===== src/rtl/tt_pkg.sv =====
// tt_pkg: shared types and constants for the 7-input truth-table capture engine.
package tt_pkg;
   localparam int TT_NIN = 7;
   localparam int TT_NBITS = 128;
   typedef logic [TT_NBITS-1:0] tt_t;
   typedef enum logic [1:0] {IDLE, RUN, DRAIN, DONE} state_t;
endpackage


===== src/rtl/tt_capture7_if.sv =====
// tt_capture7_if: capture engine bus; TT_CAPTURE_CMP_EN adds expected/match.
interface tt_capture7_if;
   import tt_pkg::*;
   logic start;
   logic [TT_NIN-1:0] x;
   logic dut_out;
   logic busy;
   logic done;
   tt_t tt;
`ifdef TT_CAPTURE_CMP_EN
   tt_t expected;
   logic match;
`endif
   modport master (
      input start, dut_out,
      output x, busy, done, tt
`ifdef TT_CAPTURE_CMP_EN
      , input expected, output match
`endif
   );
   modport slave (
      output start, dut_out,
      input x, busy, done, tt
`ifdef TT_CAPTURE_CMP_EN
      , output expected, input match
`endif
   );
endinterface


===== src/rtl/tt_tag_pipe.sv =====
// tt_tag_pipe: DEPTH-deep {valid, index} delay line matching the DUT latency.
module tt_tag_pipe
   import tt_pkg::*;
#(
   parameter int DEPTH = 0
) (
   input  logic              clk,
   input  logic              rst_n,
   input  logic              in_v,
   input  logic [TT_NIN-1:0] in_idx,
   output logic              out_v,
   output logic [TT_NIN-1:0] out_idx
);
   if (DEPTH == 0) begin : g_pass
      logic unused_clk;
      assign unused_clk = clk ^ rst_n;
      assign out_v = in_v;
      assign out_idx = in_idx;
   end else begin : g_sr
      logic [TT_NIN:0] sr [DEPTH];
      always_ff @(posedge clk or negedge rst_n)
         if (!rst_n) for (int i = 0; i < DEPTH; i++) sr[i] <= '0;
         else begin
            sr[0] <= {in_v, in_idx};
            for (int i = 1; i < DEPTH; i++) sr[i] <= sr[i-1];
         end
      assign {out_v, out_idx} = sr[DEPTH-1];
   end
endmodule


===== src/rtl/tt_capture7.sv =====
// tt_capture7: sweeps all 128 minterms into a DUT and assembles its truth table.
// TT_CAPTURE_CMP_EN adds a comparator against an expected signature (expected/match).
module tt_capture7
   import tt_pkg::*;
#(
   parameter int DUT_LAT = 0
) (
   input logic           clk,
   input logic           rst_n,
   tt_capture7_if.master bus
);
   localparam logic [3:0] LAT_M1 = 4'(DUT_LAT > 0 ? DUT_LAT - 1 : 0);
   state_t state, state_nx;
   logic [TT_NIN-1:0] cnt, tag_idx;
   logic [3:0] lc;
   logic tag_v, accept;
   tt_t tt_q;
   assign accept = bus.start && (state == IDLE || state == DONE);
   always_ff @(posedge clk or negedge rst_n)
      if (!rst_n) state <= IDLE;
      else state <= state_nx;
   always_comb begin
      state_nx = state;
      case (state)
         IDLE:  state_nx = bus.start ? RUN : IDLE;
         RUN:   if (cnt == '1) state_nx = DUT_LAT == 0 ? DONE : DRAIN;
         DRAIN: if (lc == '0) state_nx = DONE;
         DONE:  state_nx = bus.start ? RUN : IDLE;
         default: state_nx = IDLE;
      endcase
   end
   always_comb begin
      bus.busy = state != IDLE;
      bus.done = state == DONE;
      bus.x = state == IDLE ? '0 : cnt;
   end
   // cnt parks at 127 through DRAIN/DONE so x holds the last minterm
   always_ff @(posedge clk or negedge rst_n)
      if (!rst_n) begin
         cnt <= '0;
         lc <= '0;
         tt_q <= '0;
      end else begin
         if (accept) cnt <= '0;
         else if (state == RUN && cnt != '1) cnt <= cnt + 1'b1;
         if (state == RUN) lc <= LAT_M1;
         else if (state == DRAIN) lc <= lc - 1'b1;
         if (accept) tt_q <= '0;
         else if (tag_v) tt_q[tag_idx] <= bus.dut_out;
      end
   assign bus.tt = tt_q;
   tt_tag_pipe #(.DEPTH(DUT_LAT)) u_tag (
      .clk    (clk),
      .rst_n  (rst_n),
      .in_v   (state == RUN),
      .in_idx (cnt),
      .out_v  (tag_v),
      .out_idx(tag_idx)
   );
`ifdef TT_CAPTURE_CMP_EN
   logic match_q;
   always_ff @(posedge clk or negedge rst_n)
      if (!rst_n) match_q <= 1'b0;
      else if (accept) match_q <= 1'b0;
      else if (state == DONE) match_q <= tt_q == bus.expected;
   assign bus.match = match_q;
`endif
endmodule


===== src/flat_wrapper.sv =====
// flat-port wrapper written by rule: the top's interface ports become plain ports
module tt_capture7_flat import tt_pkg::*;
#(
   parameter int DUT_LAT = 0
)
  (clk, rst_n, bus_start, bus_dut_out, bus_x, bus_busy, bus_done, bus_tt);
  tt_capture7_if bus_i ();
  input logic clk;
  input logic rst_n;
  input wire logic [$bits(bus_i.start)-1:0] bus_start;
  input wire logic [$bits(bus_i.dut_out)-1:0] bus_dut_out;
  output wire logic [$bits(bus_i.x)-1:0] bus_x;
  output wire logic [$bits(bus_i.busy)-1:0] bus_busy;
  output wire logic [$bits(bus_i.done)-1:0] bus_done;
  output wire logic [$bits(bus_i.tt)-1:0] bus_tt;
  assign bus_i.start = bus_start;
  assign bus_i.dut_out = bus_dut_out;
  assign bus_x = bus_i.x;
  assign bus_busy = bus_i.busy;
  assign bus_done = bus_i.done;
  assign bus_tt = bus_i.tt;
  tt_capture7 #(.DUT_LAT(DUT_LAT)) u_core (.clk(clk), .rst_n(rst_n), .bus(bus_i));
endmodule

===== config.mk =====
export PLATFORM = sky130hd
export DESIGN_NAME = tt_capture7_flat
export DESIGN_NICKNAME = d
export VERILOG_FILES = /design/src/rtl/tt_pkg.sv /design/src/rtl/tt_capture7_if.sv /design/src/rtl/tt_tag_pipe.sv /design/src/rtl/tt_capture7.sv /design/src/flat_wrapper.sv
export SDC_FILE = /design/constraint.sdc
export NUM_CORES = 1
export LEC_CHECK = 0
export CORE_ASPECT_RATIO = 1.1
export CORE_UTILIZATION = 50
export DETAILED_ROUTE_END_ITERATION = 8
export PLACE_DENSITY = 0.76
export SYNTH_ARGS = -nofsm -noshare
export SYNTH_HDL_FRONTEND = slang
export SYNTH_HIERARCHICAL = 1
export SYNTH_SLANG_ARGS = --single-unit

===== constraint.sdc =====
create_clock -name clk -period 2.8 [get_ports clk]
set_clock_uncertainty 0.1 [all_clocks]
set_input_delay 0.28 -clock clk [delete_from_list [all_inputs] [get_ports clk]]
set_output_delay 0.28 -clock clk [all_outputs]
set_load 0.005 [all_outputs]

After elaboration in Yosys (flattened, before gate mapping) --
Index checks and enable logic that the tools add are counted.
Storage, ports and cells: logic and storage cells 41, output and inout bits 137, bits in registers 141
Cells by class: reduce and logical (&&, ||, !) cells 12, equal/unequal tests 7, order comparisons 2, mux-type cells 14, add/subtract/negate cells 2
Operator list (count):
- $mux 128 | 2
- $bwmux 128 | 1
- $mux 7 | 3
- $lt 7x8->1 const B | 1
- $mux 4 | 2
- $reduce_bool 2->1 | 4
- $add 7x1->7 const B | 1
- $demux 1 s7 | 1
- $eq 7x7->1 const B | 1
- $ge 7x1->1 const B | 1
- $ne 7x7->1 const B | 1
- $pmux 2 s3 | 1
- $eq 2x2->1 const B | 2
- $logic_not 4->1 | 1
- $mux 2 | 2
- $sub 4x1->4 const B | 1
- $logic_and 1x1->1 | 3
- $eq 2x1->1 const B | 1
- $logic_not 2->1 | 1
- $mux 1 | 2
- $ne 2x1->1 const B | 1
- $ne 2x2->1 const B | 1
- $reduce_and 2->1 | 1
- $reduce_or 2->1 | 1
- $logic_or 1x1->1 | 1

Depth between registers and ports, before layout --
depth in word-level cells 7, depth in mapped cells 9

By module --
Netlist, hierarchy kept.
By module, submodules not included:
- tt_capture7 | area an instance 6635.1 um^2, instances 1, cells each 705
- tt_tag_pipe | area an instance 60.1 um^2, instances 1, cells each 8

Least setup slack after synthesis --
No wires, ideal clock.
path type register -> register, start point register u_core.state[1], end point register u_core.tt_q[86], in the netlist u_core/bus.tt[86], period minus slack after synthesis 1.880 ns, stages on the path, launching flop included 9, arrival time 1.640 ns, slack 0.920 ns, path through dfrtp_1 -> inv_1 -> ha_1 -> buf_4 -> buf_4 -> and4b_1 -> nand3_2 -> o311ai_0 -> o41ai_1
RTL lines:
- start, declared | RTL line tt_capture7.sv:13 | state_t state, state_nx;
- start signal, assigned | RTL line tt_capture7.sv:21 | else state <= state_nx;
- $eq 2x1->1 | RTL line tt_capture7.sv:55 | .in_v (state == RUN),
- via u_core.tag_v | RTL line tt_capture7.sv:16 | logic tag_v, accept;
- $reduce_bool 2->1 (no line)
- end signal, assigned by index | RTL line tt_capture7.sv:49 | else if (tag_v) tt_q[tag_idx] <= bus.dut_out;
- end, declared | RTL line tt_capture7.sv:17 | tt_t tt_q;
The timed path passes the listed nets, and every way through them passes these cells. A chain may end at the register's enable or synchronous reset.

Worst setup path in the final report --
start point register u_core.state[1], end point register u_core.tt_q[110], in the netlist u_core/bus.tt[110]
Between the ends: cells in the longest elaborated chain, start to end 4
RTL lines:
- $eq 2x2->1 / $logic_not 2->1 (equally long branches) | RTL line tt_capture7.sv:18 | assign accept = bus.start && (state == IDLE || state == DONE);
- $logic_or 1x1->1 | RTL line tt_capture7.sv:18
- $logic_and 1x1->1 | RTL line tt_capture7.sv:18
- $mux 128 / $reduce_bool 2->1 (equally long branches)
Parallel ways exist; a longest one is shown, timed or not.

==> metrics.yaml <==
worst_pin_slew_ns: 0.8127
cpPeakStageDelay_ns: 0.51
syn_area_sq_mm: 0.006695
hold_viol_final: 0
power_mw: 6.111
peakVddDrop_v: 0.0005042
synth_seq_cells: 141
tritoncts: "yes"
startpoint_type: "flip-flop"
hold_path_class: "input port to async pin"
grt_overflow: 0
grt_pass1_wl_mm: 32.86
core_sq_mm: 0.01286
worstPathRequired_ns: 2.96
outcome: "finished with violations"
grt_setup_unrepaired: "false"
end_kind: "flip-flop"
synthDistinctLibCells: 43
vias: 6494
fin_setup_tns_ns: 0
routabilityCongestion: 0.8768
fmax_mhz: 390.2
place.detailed.hpwl_mm: 13.78
p_leak_nw: 3.559
antenna_left: 0
die_x_um: 112.3
wire_per_inst_um: 20.84
syn_inst: 713
antenna_cells: 0
clk_pin_slew_ns: 0.06
crit_type: "flip-flop to flip-flop"
nets: 850
die_h_um: 123.4
syn_area_per_cell_sq_um: 9.390
cts.sinks: 141
clockRootBuffer: "clkbuf_16"
drt_wl_total_mm: 21.05
syn_to_final_growth_pct: 32.27
yosysWarnings: 6
start_util_pct: 52.07
synth_async_sr_flop_share_pct: 100.0
timing.final.crit_share_pct: 91.53
port_buffers: 140
worstPathMaxFanout: 18
worstPathArrival_ns: 2.72
synth_edf_count: 0
drv_cap: 0
finalSetupViolCount: 0
min_period_ns: 2.563
critical_path.cell_chain: "inv_1 -> ha_1 -> nor2b_1 -> nand3_1 -> o21ai_0 -> a21oi_1"
ioPinCount: 141
place_area_sq_mm: 0.008268
grt_max_degree: 65
drive_gt1_share_pct: 11.02
cts_buffer_depth: 2
cts_buffers: 17
synthFlopType: "dfrtp_1"
placed_cells: 977
antenna_found_initial: 0
ctsResizeCount: 0
post_cts.repair.setup_buffers: 0
fin_area_sq_mm: 0.008856
drt-pass1-iter-count: 9
relSlewSlack_pct: 45.82
htree_levels: 4
violations: "DRC"
grt_pass1_vias: 6112
synth_nets: 723
drt-vias-per-instance: 6.430
final_cells: 1010
slowest_stage: "ha_1"
dieArea_sq_mm: 0.01386
drtIter0Drc: 979
insertion_delay_ns: 0.42
rows: 43
grt_usage_pct: 31.15
synth-seq-area-share_pct: 52.70
p_per_area_mw_per_mm2: 690.0
drc: 13
drv_slew: 0
logic make-up after synthesis:
group	Yosys count	synth area share, %
AOI/OAI and AO/OA	264	20.93
xor gates and xnor gates	1	0.1308
muxes	7	1.065
buffers and inverters	70	5.307
DFF	141	52.70
adders and majority gates	6	1.121
and+or+nand+nor	224	18.74
cells in the mapped netlist (2+ instances only):
master	count	area, sq um
a21oi_1	114	570.6
a31oi_1	3	18.77
and2b_1	3	22.52
and4_1	2	17.52
buf_1	4	15.01
buf_2	11	55.05
buf_4	19	142.6
clkbuf_1	29	108.9
dfrtp_1	141	3528
ha_1	6	75.07
inv_1	6	22.52
mux2i_1	6	60.06
nand2_1	19	71.32
nand2_2	5	31.28
nand2b_1	12	75.07
nand3_1	124	620.6
nand4_1	4	25.02
nor2_1	18	67.56
nor2_2	7	43.79
nor2b_1	10	62.56
nor2b_2	2	17.52
nor3_1	3	15.01
nor3_2	6	60.06
o211ai_1	10	75.07
o21ai_0	108	540.5
o21ai_1	11	55.05
o311ai_0	3	26.28
o31ai_1	10	75.07
o41ai_1	3	26.28
path summary, 6_finish.rpt:
| kind | to | slack [ns] | cells after the start | startpoint |
|---|---|---|---|---|
| worst max-delay path | u_core/bus.tt[110] | 0.24 | 6 | u_core/state[1] |
| worst min-delay path | u_core/bus.tt[31] | 0.19 | 2 | rst_n |
| worst max register to register | u_core/bus.tt[110] | 0.24 | 6 | u_core/state[1] |
| worst min register to register | u_core/bus.tt[93] | 0.43 | 2 | u_core/bus.tt[93] |
| max in group asynchronous | u_core/bus.tt[1] | 1.72 | 3 | rst_n |
| min in group clk | u_core/bus.tt[61] | 0.38 | 3 | bus_dut_out |
report_power, final:
part | switching (mW) | internal (mW)
logic | 1.10 | 0.580
registers | 0.117 | 2.13
clock network | 0.887 | 1.29
total | 2.10 | 4.01
metrics by stage:
| stage | hold slack (ns) | util [%] | worst slack, ns |
|---|---|---|---|
| 5_1_grt | 0.2017 | 68.87 | 0.06810 |
| 3_5_place_dp | 0.07721 | 64.30 | 0.3722 |
| 6_report | 0.1909 | 68.87 | 0.2373 |
| 4_1_cts | 0.1790 | 68.87 | 0.3109 |
| 3_3_place_gp | 0.07687 | 64.30 | 0.4969 |
| 2_1_floorplan | -0.1156 | - | 0.9201 |
final cells by class:
type,count,area [sq um]
Clock buffer,20,466.7
Clock inverter,12,111.4
Fill cell,987,4003
Inverter,6,22.52
Multi-Input combinational cell,502,2819
Sequential cell,141,3528
Tap cell,157,196.4
Timing Repair Buffer,172,1712
registers in the layout, summed over array words and instances (netlist names):
register,count
u_core/cnt,7
u_core/lc,4
u_core/state,2
u_core/bus.tt,128
cells in the final DEF, fill, tap and decap left out, types with 7 or more instances in the layout:
master | Yosys | routed
o31ai_1 | 10 | 10
nor2_1 | 18 | 18
nand2_1 | 19 | 19
clkdlybuf4s50_1 | 0 | 138
nor2_2 | 7 | 7
a21oi_1 | 114 | 114
o21ai_1 | 11 | 11
nand3_1 | 124 | 124
nor2b_1 | 10 | 9
o21ai_0 | 108 | 108
clkbuf_16 | 0 | 17
dfrtp_1 | 141 | 141
nand2b_1 | 12 | 12
o211ai_1 | 10 | 10
buf_4 | 19 | 26
per-layer routing:
metal	vias up	GRT usage, %	wire length [um]
li1	2837	-	-
met1	3114	41.82	8120
met2	464	49.34	9988
met3	79	6.618	2301
met4	0	13.42	634
met5	-	0	0
critical path: cells and delay by family (launching register included):
kind	cells	cell delay, ns
adders and majority gates	1	0.51
buffers and inverters	1	0.09
DFF	1	0.41
AOI/OAI and AO/OA	2	0.51
and+or+nand+nor	2	0.77
repair_timing:
| action | CTS | global route |
|---|---|---|
| setup endpoints to repair | 0 | 0 |
| endpoints found under the hold margin | 30 | 0 |
| hold buffers | 1 | 0 |
Power figures use the tool's default switching activity.
==> RTL edit 1 (same settings) <==
Set the package constant `TT_NBITS` to 120 (it was 128).
--- a/src/rtl/tt_pkg.sv
+++ b/src/rtl/tt_pkg.sv
@@ -3,3 +3,3 @@
    localparam int TT_NIN = 7;
-   localparam int TT_NBITS = 128;
+   localparam int TT_NBITS = 120;
    typedef logic [TT_NBITS-1:0] tt_t;
Ports: changed (resized bus_tt); port bits go from 141 to 133. No check against the original RTL was run, so the function may have changed too.
==> RTL edit 1 against the unedited design <==
- sequential cell count shrank 8
- setup slack gained 0.027 ns
- critical endpoint is now u_core/bus.tt[0]
- total power shrank 4.5%
- sequential power shrank 5%
- final cell count shrank 20%
- final area shrank 12%
- synthesized area shrank 13%
- routed wire length shrank 18%
- hold slack gained 0.067 ns
==> RTL edit 1: results (changes against the unedited design) <==
slowest stage delay, CP 0.52 ns; largest net degree at the start of global routing 62 (-4.6%); CTS resizes 0 (unchanged); max reg flops 120 (-6.3%); Area after DPL 7130 um^2 (-14%); compound-cell area share of the yosys netlist 27.6% (+6.7 points); Synth Area in Adders 1.29% (+0.17 points); Fill cells 837 (-15%); met2 routed WL 8.39 mm (-16%); Tightest Pin Transition 0.824 ns (+0.0113 ns); layout cells sized above 1 7.88% (-3.1 points); met3 WL 1.34 mm (-42%); GRT met1 Usage 39.9% (-1.9 points); #MultiIn Comb 344 (-31%); bufs w/o clock 145 (-16%); Avg WL per Cell 21.3 um (+2.2%); worst IR drop on VDD 0.680 mV (+35%); # nets final 657 (-23%); # clk buffers 23 (+15%); Sw Share 30.2% (-4.2 points); Comb group 0.00125 W (-26%); Synth Area in XOR/XNOR 0.151% (+0.020 points); clock sinks 133 (-5.7%); Area contributors post-synth dfrtp_1 57%, o211ai_1 16%, o21ai_0 9.7%; first-pass GRT wire length 26.8 mm (-18%); dpl cells 774 (-21%); 1st-iter DRT viols 464 (-53%); sequential cell area share 42.7% (+2.9 points); slowest CP cell nand2_1; arrival time at the worst endpoint 2.74 ns (+0.02 ns); Post-Route WL 17.2 mm (-18%); pre-CTS setup slack 0.287 ns (-0.0848 ns); status finished clean; multiplexer share of the synthesized area 0.539% (-0.53 points); total design power 0.00583 W (-4.5%); Core ar. 11100 um^2 (-14%); crit path max fanout 15 (-3); data-path buffer share of cell area in the final layout 18.5% (-0.80 points); Synth cell types 38 (-12%); First-pass DRT Iterations 6 (-3); routed vias/inst 6.19 (-3.8%); sequential fraction of the synthesis area 57.4% (+4.7 points); RD Place Congestion 0.785 (-10%); met3 usage 5.78% (-0.84 points); multi-input combinational cell area 2160 um^2 (-23%); met2 Usage GRT 48.0% (-1.3 points); ClkCell Share 8.35% (+1.8 points)
RTL edit 1: changes by cell type after synthesis, sizes merged, moves of 8 or more:
cell | unedited run | this run
o211ai | 10 | 120
a21oi | 114 | 1
clkbuf | 29 | 21
nand3 | 125 | 14
o31ai | 10 | 0
nor3 | 10 | 2
nor2 | 25 | 8
o21ai | 119 | 128
dfrtp | 141 | 133
nand2b | 12 | 3
RTL edit 1: final timing paths:
path                                         from           endpoint  slack (ns)  cells after the start
worst max register to register    u_core/state[0]   u_core/bus.tt[0]        0.26                      6
worst min register to register  u_core/bus.tt[86]  u_core/bus.tt[86]        0.42                      2
max in group asynchronous                   rst_n  u_core/bus.tt[54]        1.44                      3
min in group clk                u_core/bus.tt[86]  u_core/bus.tt[86]        0.42                      2
worst max-delay path              u_core/state[0]   u_core/bus.tt[0]        0.26                      6
worst min-delay path                        rst_n  u_core/bus.tt[53]        0.26                      2
==> RTL edit 2 (same settings) <==
Without the edit above. Re-encode `state_t` (4 states) as one-hot, 4 bits wide.
--- a/src/rtl/tt_pkg.sv
+++ b/src/rtl/tt_pkg.sv
@@ -5,3 +5,3 @@
    typedef logic [TT_NBITS-1:0] tt_t;
-   typedef enum logic [1:0] {IDLE, RUN, DRAIN, DONE} state_t;
+   typedef enum logic [3:0] {IDLE = 4'b0001, RUN = 4'b0010, DRAIN = 4'b0100, DONE = 4'b1000} state_t;
 endpackage
Behaviour: same outputs for any inputs over 10 cycles, from zero or initial values and one cycle with rst_n low; not proved beyond that.
==> RTL edit 2 against the unedited design <==
- sequential cell count fell by 3
- critical path depth did not move
- routed wire length up 2.7%
- setup slack got worse by 0.12 ns
- maximum frequency shrank 4.3%
- synthesized area decreased by 4.1%
- final area down 3.7%
- largest cell class unchanged
- global-route usage grew 2.9 points
- highest routed layer unchanged
Power is not compared: it rests on default switching activity, and its combinational part moved more than twofold at a synthesized area within 25%.
==> RTL edit 2: results (changes against the unedited design) <==
status finished clean; total track usage 34.1% (+2.9 points); multi-input combinational cell area 2660 um^2 (-5.8%); Synth Area in Adders 0.195% (-0.93 points); #MultiIn Comb 494 (-1.6%); Critical R2R Launch u_core/state[3]; FF-to-FF End u_core/bus.tt[80]; bufs w/o clock 159 (-7.6%); Fin Hold WS 0.332 ns (+0.141 ns); async set-reset flop share out of synthesis 100% (unchanged); Synth Area in XOR/XNOR 0.136% (+0.0056 points); Area contributors post-synth dfrtp_1 53%, nand3_1 11%, a21oi_1 10%; FFs & Latches 138 (-2.1%); # nets final 817 (-3.9%); total negative slack 0 ns (unchanged); most frequent cells after synthesis 146 x nand3_1, 137 x dfrtp_1, 128 x a21oi_1; Seq power 0.00211 W; WL met1 8.34 mm (+2.8%); Post-Layout Cell Count 982 (-2.8%); data-path buffer share of cell area in the final layout 18.5% (-0.81 points); sequential fraction of the synthesis area 53.8% (+1.1 points); 1st-iter DRT viols 866 (-12%); Fill cells 1000 (+1.3%); First-pass DRT Iterations 6 (-3); Top delay family on crit path simple AND/OR/NAND/NOR gates; RD Place Congestion 0.834 (-4.9%); pre-CTS setup slack 0.221 ns (-0.151 ns); Die Wd 110 um (-2.0%); routed vias 6375 (-1.8%); sequential cell area share 40.5% (+0.67 points); max-cap viol count 0 (unchanged); Detailed Place HPWL 13.1 mm (-4.9%); met2 routed WL 10.3 mm (+2.7%); Synth Area per Inst 9.26 um^2 (-1.3%); crit path max fanout 16 (-2); dpl cells 949 (-2.9%); Tightest Pin Transition 0.843 ns (+0.0304 ns); Yosys warning count 6 (unchanged); multiplexer share of the synthesized area 0.312% (-0.75 points); # clk buffers 23 (+15%); Area after DPL 7880 um^2 (-4.7%); clk root buf clkbuf_16; CTS Buf Count 17 (unchanged); Avg WL per Cell 22.0 um (+5.7%); compound-cell area share of the yosys netlist 20.6% (-0.29 points); ClkCell Share 7.44% (+0.91 points); slowest CP cell nand2_1; Util after Layout 67.7% (-1.1 points); htree depth 4 (unchanged); vias in the first global route 6127 (+0.25%); met3 WL 2.38 mm (+3.6%); first-pass GRT wire length 33.6 mm (+2.2%); Synth cell types 41 (-4.7%); layout cells sized above 1 9.70% (-1.3 points); largest net degree at the start of global routing 131 (+100%); reg2reg setup slack 0.12 ns (-0.12 ns); Syn Nets 698 (-3.5%); inverter count 2 (-4)
-- RTL edit 2: how the worst max path moves through the flow --
stage / startpoint / end / slack (ns) / cells past startpoint
3_5_place_dp: u_core/state[3] / u_core/bus.tt[98] / 0.22 / 6
6_report: u_core/state[3] / u_core/bus.tt[80] / 0.12 / 6
2_1_floorplan: u_core/state[3] / u_core/bus.tt[26] / 0.75 / 8
5_1_grt: u_core/state[3] / u_core/bus.tt[8] / 0.004 / 6
4_1_cts: u_core/state[3] / u_core/bus.tt[98] / 0.20 / 6
3_3_place_gp: u_core/state[3] / u_core/bus.tt[98] / 0.35 / 6
-- RTL edit 2: metal layers --
layer | up-vias | global-route usage, %
li1 | 2740 | -
met1 | 3093 | 47.0
met2 | 480 | 50.9
met3 | 62 | 8.73
met4 | 0 | 14.4
met5 | - | 0
-- RTL edit 2: timing repair --
item                       in CTS  in global routing
hold buffers                    1                  0
hold endpoints to repair       45                  0
gates resized for setup         0                  1
setup endpoints to repair       0                  1
setup buffers                   0                  0
